<file path="config.mk">
export PLATFORM = sky130hd
export DESIGN_NAME = ex_mem_stage_v4
export DESIGN_NICKNAME = d
export VERILOG_FILES = /design/src/rtl/ex_mem_stage_v4.sv
export SDC_FILE = /design/constraint.sdc
export NUM_CORES = 1
export LEC_CHECK = 0
export ABC_CLOCK_PERIOD_IN_PS = 2800
export BUFFER_PORTS_ARGS = -buffer_cell sky130_fd_sc_hd__buf_4
export CAP_MARGIN = 0
export CORE_MARGIN = 2
export CORE_UTILIZATION = 58
export CTS_BUF_LIST = sky130_fd_sc_hd__clkbuf_4 sky130_fd_sc_hd__clkbuf_8 sky130_fd_sc_hd__clkbuf_16
export CTS_CLUSTER_DIAMETER = 120
export DETAILED_ROUTE_END_ITERATION = 16
export PLACE_DENSITY = 0.89
export SKIP_LAST_GASP = 1
export SLEW_MARGIN = 30
export SYNTH_ARGS = -nofsm -noshare
export SYNTH_HDL_FRONTEND = slang
export SYNTH_SLANG_ARGS = --single-unit
export TNS_END_PERCENT = 20
</file>
<file path="constraint.sdc">
create_clock -name clk -period 2.8 [get_ports clk]
set_input_delay 0.56 -clock clk [delete_from_list [all_inputs] [get_ports clk]]
set_output_delay 0.56 -clock clk [all_outputs]
set_load 0.1 [all_outputs]
</file>
<file path="src/rtl/ex_mem_stage_v4.sv">
// ---------------------------------------------------------------------------
// ex_mem_stage_v4
//   EX->MEM pipeline stage register with a valid/ready handshake. A two-entry
//   skid buffer (main + skid) lets EX keep issuing for one cycle after MEM
//   stalls, so in_ready is a pure register decode and never depends
//   combinationally on out_ready. Inactive instructions (NOPs/bubbles) are
//   acknowledged but never stored, and a saturating counter tracks how many
//   were dropped. flush synchronously empties the stage.
//
// Ports
//   clk, reset            rising-edge clock, async active-low reset
//   flush                 synchronous kill of all held entries
//   in_valid / in_ready   EX-side handshake
//   in_*                  EX payload (rd, MEM/WB control, branch, rs2,
//                         result, branch target)
//   out_valid / out_ready MEM-side handshake
//   out_*                 MEM payload; control fields read 0 when invalid
//   bubble_count          saturating count of dropped NOPs
// ---------------------------------------------------------------------------
module ex_mem_stage_v4 #(
    parameter int XLEN   = 32,
    parameter int RD_W   = 5,
    parameter int MEMC_W = 2,
    parameter int WBC_W  = 2,
    parameter int CNT_W  = 16
) (
    input  logic              clk,
    input  logic              reset,
    input  logic              flush,
    input  logic              in_valid,
    output logic              in_ready,
    input  logic [RD_W-1:0]   in_rd,
    input  logic [MEMC_W-1:0] in_mem_control,
    input  logic [WBC_W-1:0]  in_wb_control,
    input  logic              in_branch,
    input  logic [XLEN-1:0]   in_rs2,
    input  logic [XLEN-1:0]   in_result,
    input  logic [XLEN-1:0]   in_branch_address,
    output logic              out_valid,
    input  logic              out_ready,
    output logic [RD_W-1:0]   out_rd,
    output logic [MEMC_W-1:0] out_mem_control,
    output logic [WBC_W-1:0]  out_wb_control,
    output logic              out_branch,
    output logic [XLEN-1:0]   out_write_data,
    output logic [XLEN-1:0]   out_result,
    output logic [XLEN-1:0]   out_branch_address,
    output logic [CNT_W-1:0]  bubble_count
);

    localparam logic [1:0] ST_EMPTY = 2'd0;
    localparam logic [1:0] ST_ONE   = 2'd1;  // main valid
    localparam logic [1:0] ST_FULL  = 2'd2;  // main + skid valid

    typedef struct packed {
        logic [RD_W-1:0]   rd;
        logic [MEMC_W-1:0] mem_control;
        logic [WBC_W-1:0]  wb_control;
        logic              branch;
        logic [XLEN-1:0]   rs2;
        logic [XLEN-1:0]   result;
        logic [XLEN-1:0]   branch_address;
    } payload_t;

    logic [1:0]       r_state;
    logic [1:0]       w_next_state;
    payload_t         r_main;
    payload_t         r_skid;
    payload_t         w_in_payload;
    logic [CNT_W-1:0] r_bubble_count;

    logic w_active;
    logic w_accept;
    logic w_enq;
    logic w_deq;
    logic w_bubble;
    logic w_load_main_in;
    logic w_load_skid_in;
    logic w_load_main_skid;

    assign w_in_payload = {in_rd, in_mem_control, in_wb_control, in_branch,
                           in_rs2, in_result, in_branch_address};

    assign in_ready  = (r_state != ST_FULL);
    assign out_valid = (r_state != ST_EMPTY);

    assign w_active = in_valid & ((|in_mem_control) | (|in_wb_control) | in_branch);
    assign w_accept = in_valid & in_ready;
    assign w_enq    = w_accept & w_active;
    assign w_deq    = out_valid & out_ready;
    // A flushed input is dropped outright, so it is not counted as a bubble.
    assign w_bubble = w_accept & ~w_active & ~flush;

    always_comb begin
        // NOTE: every signal driven here gets a default first, so no branch can
        // leave one unassigned and infer a latch.
        w_next_state     = r_state;
        w_load_main_in   = 1'b0;
        w_load_skid_in   = 1'b0;
        w_load_main_skid = 1'b0;
        if (flush) begin
            w_next_state = ST_EMPTY;
        end else begin
            case (r_state)
                ST_EMPTY: begin
                    if (w_enq) begin
                        w_load_main_in = 1'b1;
                        w_next_state   = ST_ONE;
                    end
                end
                ST_ONE: begin
                    if (w_enq && w_deq) begin
                        w_load_main_in = 1'b1;
                    end else if (w_enq) begin
                        w_load_skid_in = 1'b1;
                        w_next_state   = ST_FULL;
                    end else if (w_deq) begin
                        w_next_state = ST_EMPTY;
                    end
                end
                ST_FULL: begin
                    // in_ready is low here, so only the skid->main shift can occur.
                    if (w_deq) begin
                        w_load_main_skid = 1'b1;
                        w_next_state     = ST_ONE;
                    end
                end
                default: w_next_state = ST_EMPTY;
            endcase
        end
    end

    // NOTE: sequential state uses non-blocking assignments so every flop
    // samples pre-edge values regardless of block ordering.
    always_ff @(posedge clk or negedge reset) begin
        if (!reset) begin
            r_state        <= ST_EMPTY;
            r_bubble_count <= '0;
        end else begin
            r_state <= w_next_state;
            if (w_bubble && (r_bubble_count != {CNT_W{1'b1}})) begin
                r_bubble_count <= r_bubble_count + CNT_W'(1);
            end
        end
    end

    // NOTE: the payload registers are plain flops, not a RAM, and they drive
    // the outputs directly, so they take the reset to read 0 while in reset.
    // They load only on an enqueue or skid shift, so bubbles never toggle them.
    always_ff @(posedge clk or negedge reset) begin
        if (!reset) begin
            r_main <= '0;
            r_skid <= '0;
        end else begin
            if (w_load_main_in) begin
                r_main <= w_in_payload;
            end else if (w_load_main_skid) begin
                r_main <= r_skid;
            end
            if (w_load_skid_in) begin
                r_skid <= w_in_payload;
            end
        end
    end

    // Control fields are gated off when nothing is valid; data fields hold so
    // that the wide buses do not toggle while the stage is idle.
    assign out_rd             = r_main.rd;
    assign out_mem_control    = out_valid ? r_main.mem_control : '0;
    assign out_wb_control     = out_valid ? r_main.wb_control  : '0;
    assign out_branch         = out_valid & r_main.branch;
    assign out_write_data     = r_main.rs2;
    assign out_result         = r_main.result;
    assign out_branch_address = r_main.branch_address;
    assign bubble_count       = r_bubble_count;

endmodule

</file>
Word level (Yosys, flattened, before mapping)
Index checks and enable logic that the tools add are counted.

word-level totals
  register bits = 230
  bits of input ports = 111
  output and inout port bits = 124
  logic and storage cells = 65

cells by class
  $add $sub $neg = 1
  eq/ne operators = 8
  mux-type cells = 21
  bitwise gates (word level) = 11
  reductions and logical operators = 8

operators with widths
  cell                     number
  $mux W106                2
  $add A16 B1 Y16 const B  1
  $mux W2                  8
  $ne A16 B16 Y1 const B   1
  $mux W1                  9
  $ne A3 B3 Y1 const B     3
  $and A1 B1 Y1            7
  $pmux W2 S3              1
  $ne A4 B4 Y1 const B     1
  $reduce_and A4 Y1        1
  $reduce_bool A2 Y1       2
  $reduce_or A2 Y1         2
  $eq A2 B1 Y1 const B     1
  $eq A2 B2 Y1 const B     1
  $logic_and A1 B1 Y1      2
  $logic_not A2 Y1         1
  $ne A2 B2 Y1 const B     1
  $not A1 Y1               2
  $or A1 B1 Y1             2
  $pmux W1 S2              1

Logic depth before layout (Yosys ltp)
  word-level depth = 10
  gate-level depth with buffers = 7
  depth with buffers taken out = 6

Worst setup path after synthesis
No wires, ideal clock.

  path kind = register to output
  from = reg r_state[1]
  to = out out_branch
  arrival time = 1.925 ns
  data required time = 2.240 ns
  slack = 0.315 ns
  stages on the path, launching flop included = 3
  path buffers = 0
  cells stage by stage = dfrtp_1 > nor2_1 > nor2b_1

between the ends
  cells in the longest elaborated chain, start to end = 2

RTL lines
  item                    line  text
  start, declared         65    logic [1:0] r_state;
  start signal, assigned  140   r_state <= w_next_state;
  $reduce_bool A2 Y1      85    assign out_valid = (r_state != ST_EMPTY);
  $and A1 B1 Y1           171   assign out_branch = out_valid & r_main.branch;
  end, declared           44    output logic out_branch,

Every way passes these cells.

Worst setup path after layout
Same ends and word-level chain as after synthesis.

==> results.txt <==
Nets@finish -> 1,007
Worst path required time -> 2.24 ns
P per Cell Area -> 947.4 nW/µm²
FF+latch count, synth -> 230
CTS Root Cell -> clkbuf_16
Unrepaired setup endpoints after global routing -> false
Final min period -> 2.335 ns
Leak -> 6.543 nW
M2 GR Usage -> 39.64%
Layout Cells excl Fill -> 1,136
Top cells by area, synth -> dfrtp_1 (56%), a22o_1 (9.1%), mux2_2 (8.6%)
Final WS setup -> 0.4652 ns
I/O pins -> 235
I/O Buffers -> 234
CP endpoint kind -> output pin
Synth top area share -> 56.16%
Clock sink total -> 230
Largest net degree at the start of global routing -> 80
Cell type with the highest aggregate area in the netlist -> dfrtp_1
Most common cell in the netlist -> dfrtp_1
Final WL -> 22,430 µm
Total number of vias -> 6,569
Layout cell share with drive strength beyond 1 -> 41.60%
Antenna viol nets, final -> 0
Post-synthesis sequential area ratio -> 56.16%
Hold Fails Final Rpt -> 0
Initial antenna violation count -> 0
HP Class -> in -> async
Grt peak-use layer -> met2
# rows -> 48
Met3 GRT Util -> 6.704%
Resized cells post-CTS -> 0
CTS Hold Bufs -> 0
DP Cell Count -> 1,094
Worst hold slack -> 0.04141 ns
Syn Nets -> 879
Max frequency -> 428.3 MHz
Slew of the pin with the lowest slew margin -> 0.8505 ns
Setup CP Type -> reg -> out
Worst rel slew slack -> 42.88%
H-tree levels -> 1
Gate Count Post-Synth -> 767
CP arrival -> 1.77 ns
Initial Util -> 59.25%
CTS tree -> yes
Worst Clk Skew -> 0.006168 ns
HPWL after DPL -> 14,550 µm
VDD IR max -> 0.0006773 V
Die height -> 136.9 µm
Status -> finished clean
Synth Cell Area -> 10,250 µm²
Worst-path fanout max -> 7
Area Overhead vs Synth -> 20.05%
Setup-failing EPs final -> 0
All-Layer GR Usage -> 23.83%
CTS buffer count -> 24
Nature of the critical path startpoint -> flop
Clock buffer depth -> 3
Setup Fix Bufs, Post-CTS -> 0
Place WS -> 0.2958 ns
Setup TNS -> 0 ns
TritonRoute pass-1 iters -> 4
Top cells by count, synth -> dfrtp_1 (230), buf_4 (109), a21o_1 (106), a22o_1 (106), mux2_2 (78)
Fillers -> 1,170
Met1 GRT Util -> 30.49%
Synth unique cells -> 42
Post-route DRC -> 0
Clk Latency, worst-skew pair -> 0.50 ns
Slew Viols, Final -> 0
Vias/cell -> 5.783
Synth Flop Type -> dfrtp_1
Core area -> 17,300 µm²
Async S/R FF share, synth -> 100.0%
Clock transition at path regs -> 0.06 ns
Max_cap viols -> 0
Die width -> 136.9 µm
Syn avg cell area -> 13.36 µm²
Final worst path period share -> 83.38%
GRT overflow -> 0
Routed wire per std cell -> 19.74 µm
Yosys warns -> 0
Vias in the first global route -> 7,052
Die Area -> 18,750 µm²
Final GP Congestion -> 0.7585
Antenna cells -> 0
EDFF count, synth -> 0
DRT iter0 DRCs -> 341
First-pass GRT wire length -> 35,560 µm
==> cell usage in the layout, fill, tap and decap left out, types with 5 or more instances in the layout <==
cell type,synthesis,layout
a21o_1,106,106
a22o_1,106,106
buf_12,0,10
buf_4,109,237
clkbuf_16,0,25
clkinv_2,0,6
dfrtp_1,230,230
mux2_1,29,29
mux2_2,78,78
nand2_1,6,6
nand3_1,5,5
nor2_1,7,7
nor2b_1,6,6
xnor2_1,8,8
xor2_1,7,7
==> power breakdown <==
part	total, W	internal, W	switching (W)
logic	0.00386	0.00108	0.00278
registers	0.00458	0.00413	0.000454
clock network	0.00322	0.00195	0.00126
total	0.0117	0.00716	0.00450
==> cell families after synthesis <==
kind of cell	share of synthesized area, %
simple gates	2.906
fa+ha+maj	0.1221
xor+xnor	1.282
flops	56.16
mux	11.85
buf+inv	10.22
compound gates	17.46
==> registers in the layout, indices dropped and copies added (netlist names) <==
| signal | cells |
|---|---|
| r_skid | 106 |
| out_rd | 5 |
| out_write_data | 32 |
| out_result | 32 |
| out_branch_address | 32 |
| r_state | 2 |
| r_main | 5 |
| bubble_count | 16 |
==> cell type report <==
type	instances	area, µm²	share of cell area [%]
multi-input cells	389	3456	28.09
clock buffers	33	710.7	5.776
inverters	2	7.507	0.06102
well taps	225	281.5	2.288
flip-flops and latches	230	5756	46.78
clock inverters	9	97.59	0.7933
repair buffers	248	1994	16.21
==> through the flow <==
stage	instance area [µm²]	total power, W	utilization (%)
finish	12300	0.01166	71.13
CTS	12300	0.01173	71.13
floorplan	10250	0.007909	-
detailed placement	11490	0.008491	66.46
global placement	11490	0.008352	66.46
global route	12300	0.01210	71.13
==> final timing paths <==
path                            depth (start not counted)  slack (ns)                                 end                      startpoint
worst max-delay path                                    3        0.47                          out_branch          r_state[1]$_DFFE_PN0P_
worst min-delay path                                    1        0.04          out_result[23]$_DFFE_PN0P_                           reset
worst max register to register                          5        0.61  out_branch_address[26]$_DFFE_PN0P_          r_state[0]$_DFFE_PN0P_
worst min register to register                          1        0.48      out_write_data[11]$_DFFE_PN0P_  out_write_data[11]$_DFFE_PN0P_
max in group asynchronous                               2        1.96              r_main[96]$_DFFE_PN0P_                           reset
min in group clk                                        2        0.28              r_skid[81]$_DFFE_PN0P_                      in_rs2[17]
==> critical path, cell delays in order (launching register included) <==
cell,delay (ns)
dfrtp_1,0.46
nor2_1,0.44
nor2b_1,0.11
buf_4,0.26
==> layer usage <==
layer  vias up  routed length [µm]
li1       2930                   -
met3        47                1961
met2       254               10890
met1      3338                9053
met4         0                 527
met5         -                   0
No activity file was read; power rests on OpenSTA's default activity.
